File: src/rtl/alu_issue.sv
// alu_issue: two-stage issue/retire front-end for the combinational 16-bit ALU.
// E stage drives the ALU inputs; R stage captures result/zero and presents a
// tagged response. Valid/ready on both sides, one op per cycle at full flow,
// at most two ops in flight under back-pressure.
module alu_issue #(
  parameter int WIDTH = 16,
  parameter int OPW   = 4,
  parameter int TAGW  = 3
) (
  input  logic             clk,
  input  logic             rst_n,
  input  logic             req_valid,
  output logic             req_ready,
  input  logic [OPW-1:0]   req_op,
  input  logic [WIDTH-1:0] req_a,
  input  logic [WIDTH-1:0] req_b,
  input  logic [WIDTH-1:0] req_imm,
  input  logic             req_use_imm,
  input  logic [TAGW-1:0]  req_tag,
  output logic [WIDTH-1:0] alu_a,
  output logic [WIDTH-1:0] alu_b,
  output logic [OPW-1:0]   alu_op,
  input  logic [WIDTH-1:0] alu_result,
  input  logic             alu_zero,
  output logic             rsp_valid,
  input  logic             rsp_ready,
  output logic [WIDTH-1:0] rsp_result,
  output logic             rsp_zero,
  output logic [TAGW-1:0]  rsp_tag,
  output logic [15:0]      retired_count
);

  logic             r_e_valid;
  logic [WIDTH-1:0] r_alu_a;
  logic [WIDTH-1:0] r_alu_b;
  logic [OPW-1:0]   r_alu_op;
  logic [TAGW-1:0]  r_e_tag;

  logic             r_rsp_valid;
  logic [WIDTH-1:0] r_rsp_result;
  logic             r_rsp_zero;
  logic [TAGW-1:0]  r_rsp_tag;

  logic [15:0]      r_retired;

  logic             w_r_load;
  logic             w_e_load;
  logic             w_rsp_fire;

  // R can take E's op when R is empty or draining this cycle; E is free when
  // empty or moving into R. No path from req_valid to req_ready.
  assign w_r_load   = r_e_valid && (!r_rsp_valid || rsp_ready);
  assign req_ready  = !r_e_valid || w_r_load;
  assign w_e_load   = req_valid && req_ready;
  assign w_rsp_fire = r_rsp_valid && rsp_ready;

  // E stage: register operands/opcode onto the ALU inputs; payload holds when idle
  always_ff @(posedge clk or negedge rst_n) begin
    if (!rst_n) begin
      r_e_valid <= 1'b0;
      r_alu_a   <= '0;
      r_alu_b   <= '0;
      r_alu_op  <= '0;
      r_e_tag   <= '0;
    end else begin
      if (w_e_load) begin
        r_e_valid <= 1'b1;
        r_alu_a   <= req_a;
        r_alu_b   <= req_use_imm ? req_imm : req_b;
        r_alu_op  <= req_op;
        r_e_tag   <= req_tag;
      end else if (w_r_load) begin
        r_e_valid <= 1'b0;
      end
    end
  end

  // R stage: capture ALU result one cycle after issue; payload frozen while stalled
  always_ff @(posedge clk or negedge rst_n) begin
    if (!rst_n) begin
      r_rsp_valid  <= 1'b0;
      r_rsp_result <= '0;
      r_rsp_zero   <= 1'b0;
      r_rsp_tag    <= '0;
    end else begin
      if (w_r_load) begin
        r_rsp_valid  <= 1'b1;
        r_rsp_result <= alu_result;
        r_rsp_zero   <= alu_zero;
        r_rsp_tag    <= r_e_tag;
      end else if (rsp_ready) begin
        r_rsp_valid  <= 1'b0;
      end
    end
  end

  // Retire counter: one per response handshake, wraps naturally at 16 bits
  always_ff @(posedge clk or negedge rst_n) begin
    if (!rst_n)          r_retired <= '0;
    else if (w_rsp_fire) r_retired <= r_retired + 16'd1;
  end

  assign alu_a         = r_alu_a;
  assign alu_b         = r_alu_b;
  assign alu_op        = r_alu_op;
  assign rsp_valid     = r_rsp_valid;
  assign rsp_result    = r_rsp_result;
  assign rsp_zero      = r_rsp_zero;
  assign rsp_tag       = r_rsp_tag;
  assign retired_count = r_retired;

endmodule
File: config.mk
export PLATFORM = sky130hd
export DESIGN_NAME = alu_issue
export DESIGN_NICKNAME = d
export VERILOG_FILES = /design/src/rtl/alu_issue.sv
export SDC_FILE = /design/constraint.sdc
export NUM_CORES = 1
export LEC_CHECK = 0
export ABC_AREA = 1
export BUFFER_PORTS_ARGS = -buffer_cell sky130_fd_sc_hd__buf_2
export CAP_MARGIN = 0
export CORE_AREA = 3 3 111 113
export CTS_CLUSTER_DIAMETER = 200
export CTS_CLUSTER_SIZE = 20
export DETAILED_ROUTE_END_ITERATION = 10
export DIE_AREA = 0 0 114 116
export GPL_TIMING_DRIVEN = 0
export PLACE_DENSITY = 0.53
export SYNTH_ARGS = -nofsm -noshare
export SYNTH_HDL_FRONTEND = slang
export SYNTH_SLANG_ARGS = --single-unit
File: constraint.sdc
create_clock -name clk -period 1.29 [get_ports clk]
set_input_delay 0.129 -clock clk [delete_from_list [all_inputs] [get_ports clk]]
set_output_delay 0.129 -clock clk [all_outputs]
set_load 0.05 [all_outputs]
Yosys cells after proc, flatten, opt, wreduce, memory -nomap -nowiden
Index checks and enable logic that the tools add are counted.
{ "totals": {"regBits": 77, "latch_bits": 0, "ram_bits": 0, "mem_bits_ro": 0, "elab_cells": 25, "memories": 0} }
{ "classes": {"n_addsub": 1, "mul": 0, "n_div": 0, "order_cmp": 0, "eq_ne": 0, "shifts": 0, "muxes": 5, "bitwise_logic": 0, "n_reduce_logical": 9} }
{ "ops": {"columns": ["cell", "n"], "rows": [
  ["$add A16 B1 Y16 const B", 1],
  ["$mux W16", 1],
  ["$mux W1", 4],
  ["$reduce_bool A2 Y1", 2],
  ["$logic_and A1 B1 Y1", 3],
  ["$logic_not A1 Y1", 2],
  ["$logic_or A1 B1 Y1", 2]
]} }

Logic depth before layout (Yosys ltp)
{ "logic_depth": {"depth_word": 6, "depth_mapped": 9, "mapped_depth_nobuf": 9} }

Worst setup path before layout
Ideal clock, no wire load.
{ "synth_path": {"path_type": "reg2reg", "start": "register r_rsp_valid, in the netlist rsp_valid", "end": "register r_alu_a[0], in the netlist alu_a[0]", "setup_ns": 0.118, "t_arrival_ns": 1.643, "t_required_ns": 1.172, "setup_slack_ns": -0.471, "path_stages_with_launch": 7, "path_buffers": 1, "synth_period_minus_slack_ns": 1.761, "path_cell_list": "dfrtp_1 nand3_2 nand2_4 inv_2 buf_6 nand2_1 nand2_1"} }
{ "synth_between": {"elab_chain_cells": 5} }
{ "synth_rtl": {"columns": ["element", "line_no", "text"], "rows": [
  ["start, declared", "39", "logic r_rsp_valid;"],
  ["start signal, assigned", "81", "r_rsp_valid <= 1'b0;"],
  ["start signal, assigned", "87", "r_rsp_valid <= 1'b1;"],
  ["start signal, assigned", "92", "r_rsp_valid <= 1'b0;"],
  ["$logic_not A1 Y1", "52", "assign w_r_load = r_e_valid && (!r_rsp_valid || rsp_ready);"],
  ["$logic_or A1 B1 Y1", "52", null],
  ["$logic_and A1 B1 Y1", "52", null],
  ["$logic_or A1 B1 Y1", "53", "assign req_ready = !r_e_valid || w_r_load;"],
  ["net req_ready", "13", "output logic req_ready,"],
  ["$logic_and A1 B1 Y1", "54", "assign w_e_load = req_valid && req_ready;"],
  ["end signal, assigned", "68", "r_alu_a <= req_a;"],
  ["end, declared", "34", "logic [WIDTH-1:0] r_alu_a;"]
]} }
The timed path passes the listed nets, and every way through them passes these cells.
A chain may end at the register's enable or synchronous reset.

Worst setup path in the final report
{ "layout_path": {"start": "register r_rsp_valid, in the netlist rsp_valid", "end": "register r_rsp_result[2], in the netlist rsp_result[2]"} }
{ "layout_between": {"elab_chain_cells": 3} }
{ "layout_rtl": {"columns": ["element", "line_no", "text"], "rows": [
  ["$logic_not A1 Y1", "52", null],
  ["$logic_or A1 B1 Y1", "52", null],
  ["$logic_and A1 B1 Y1", "52", null],
  ["end signal, assigned", "88", "r_rsp_result <= alu_result;"],
  ["end, declared", "40", "logic [WIDTH-1:0] r_rsp_result;"]
]} }
Every way passes these cells.

==> impl_metrics.ini <==
[setup_path]
critPathMaxFanout = 10
crit_family = flip-flops
end_kind = register
worstSetupStartpoint = rsp_valid
max_stage_delay_ns = 0.54
worstPathArrival_ns = 1.51
r2r_slack_ns = -0.006
required_ns = 1.51
rr_worst_depth = 4
critPathLaunchType = register
cp_cell_sequence = nand2_4 > nand2_8 > buf_12 > mux2_4
r2r-start = rsp_valid
crit_type = register to register
r2r-end = rsp_result[2]
cp_slowest_cell = dfrtp_4
critPathBufInv = 1

[placement]
port_buffers = 150
gp_congestion = 0.7530
placed_cells = 657
place_ws_ns = -0.02300
hpwl_mm = 6.462

[detailed_routing]
viasPerCell = 4.311
wl_mm = 9.002
drc = 0
drtIter0Drc = 127
num_vias = 3022
antenna_left = 0
first_pass_iters = 4
wl_per_cell_um = 12.84

[final_layout]
fin_cells = 701
layout.nets = 631
layout-drive-gt1-share_pct = 40.32
syn_to_final_growth_pct = 49.25
final_core_utilization_pct = 44.63
num_antenna_cells = 0

[global_route]
grt_pass1_wl_mm = 14.70
grt_usage_pct = 14.10
antenna_found_initial = 0
grt_max_degree = 47
grt_pass1_vias = 3077
grt.overflow.total = 0

[logic_synthesis]
synth_simple_gate_area_share_pct = 20.78
synth_top_area_share_pct = 56.43
synth.distinct_cells = 26
yosys-top-cells-area = dfrtp_1 (56%), nand2_1 (15%), mux2_4 (5.7%)
ys_seq_elements = 77
netlist_instances = 363
synth-xor-area-share_pct = 2.565
synth_common_cells = nand2_1 (132), dfrtp_1 (77), inv_1 (38), o21ai_0 (38), nor2_1 (14)
yosys.area_share.adder_pct = 0.3664
syn_avg_cell_area_um2 = 9.406
yosys_most_used_dff = dfrtp_1
yosys_warnings = 0
synth_compound_area_share_pct = 5.570
synthesis.nets = 441
synth.largest_area_cell = dfrtp_1
synth-edff-count = 0
async_reset_ff_share_pct = 100.0
synth.most_common_cell = nand2_1
synth_top_family_by_area = simple AND/OR/NAND/NOR gates
synthMuxAreaShare_pct = 7.036
ys_seq_area_share_pct = 56.43
synth_area_mm2 = 0.003415

[status]
violations = setup timing
status = complete, but fails checks

[job]
maxCapViolCount = 0

[clock_tree]
clock_sinks = 77
cts_tree = yes
clkTransAtPathRegs_ns = 0.06
cts_inserted_buffers = 9
insertion_delay_ns = 0.33
cts_max_level = 3
cts-root-buf = clkbuf_16
clock_path_buffers = 2

[power]
vdd_drop_max_mv = 1.042
power.leakage_uw = 0.002732
total_power_uw = 9088
p_per_area_mw_per_mm2 = 1783

[min_path]
holdCritPathClass = primary input to register
holdPathStages = 2
hold_path.startpoint = alu_result[10]
min_to = rsp_result[10]

[sta]
hold_slack_ns = 0.02307
period_share_pct = 100.5
clock_skew_ns = 0.003540
tightest_slew_ns = 0.4587
setup-violations-final = 3
setup_slack_ns = -0.005920
relSlewSlack_pct = 69.42
drv_slew = 0
min_period_ns = 1.296
rsz0062_at_grt = true
clock.fmax_ghz = 0.7717
hold_viol = 0

[floorplanning]
initial_core_util_pct = 29.90
rows = 39
io-pin-count = 151
core_mm2 = 0.01142
die_x_um = 114
die_area_mm2 = 0.01322
die_h_um = 116
routing by layer:
metal	global-route usage, %	vias to the layer above	part of all wire, %
li1	-	1518	-
met1	17.21	1402	42
met2	22.99	91	49
met3	3.969	11	6.5
met4	6.888	0	2.0
met5	0	-	0
metrics by stage:
step	setup TNS, ns	cell area, um^2
final	-0.01281	5096
after floorplan	-1.890	3481
after global routing	-0.5115	5096
after detailed placement	-0.2012	4441
after CTS	-0.01180	5046
after global placement	-38.55	4410
worst register-to-register path: cells and delay by family (launching register included):
family / cells / cell delay [ns]
buffers and inverters: 1 / 0.15
flip-flops: 1 / 0.54
multiplexers: 1 / 0.30
AND/OR/NAND/NOR: 2 / 0.18
cells in the final DEF, fill, tap and decap left out:
master	n
mux2_4	13
nor2_4	2
ha_4	1
nand3_1	4
nor2_2	1
buf_16	1
o21ai_0	24
nor3_1	2
xor2_1	7
buf_8	2
nand2_1	131
nor2_1	13
nand2_4	2
clkinv_4	1
nand3_4	2
nor3_4	2
nand4_1	5
clkbuf_8	4
nand2_2	1
bufbuf_16	1
buf_4	6
inv_8	1
inv_1	38
buf_2	148
xnor2_1	3
clkinv_2	2
inv_2	1
o21ai_1	14
clkbuf_1	4
dlygate4sd3_1	24
dfrtp_4	1
buf_12	1
nand2_8	2
buf_6	4
dfrtp_2	12
dfrtp_1	64
mux2_2	4
clkbuf_16	9
inv_6	1
report_power, final:
group	switching [uW]	leakage [uW]	total, uW	internal (uW)
clock network	966	0.000146	2420	1460
logic	2380	0.00168	3410	1030
registers	360	0.000909	3260	2900
total	3700	0.00273	9090	5380
kinds of logic after synthesis:
group                      count (synthesis)
and+or+nand+nor                          167
DFF                                       77
buffers and inverters                     53
AOI/OAI and AO/OA                         38
muxes                                     17
xor gates and xnor gates                  10
adders and majority gates                  1
how the worst max path moves through the flow:
stage                               end  slack, ns  cells after the start
after floorplan                alu_a[0]      -0.05                      6
after global routing      rsp_result[8]      -0.04                      4
after detailed placement  rsp_result[2]      -0.02                      4
after global placement        rsp_valid      -0.73                      1
final                     rsp_result[2]     -0.006                      4
after CTS                 rsp_result[2]     -0.007                      4
cell type report:
cell class | instances | area, um^2
inverter | 41 | 166.4
fill | 1113 | 6322
clock buffer | 13 | 270.3
buffer | 12 | 120.1
tap | 143 | 178.9
sequential | 77 | 1946
clock inverter | 3 | 18.77
timing repair buffer | 179 | 1086
multi-input combinational | 233 | 1310
state kept, by name, indices dropped and copies added (netlist names):
name and cells:
alu_a 16, alu_b 16, alu_op 4, r_e_tag 3, r_e_valid 1, retired_count 16, rsp_result 16, rsp_tag 3
rsp_valid 1, rsp_zero 1
repair_timing:
item / in CTS / in global routing
setup endpoints to repair: 14 / 33
buffers inserted: 2 / 1
cloned: 1 / 0
endpoints found under the hold margin: 54 / 0
pin swaps: 1 / 4
hold buffers: 24 / 0
resized for setup: 7 / 13
Power figures use the tool's default switching activity.
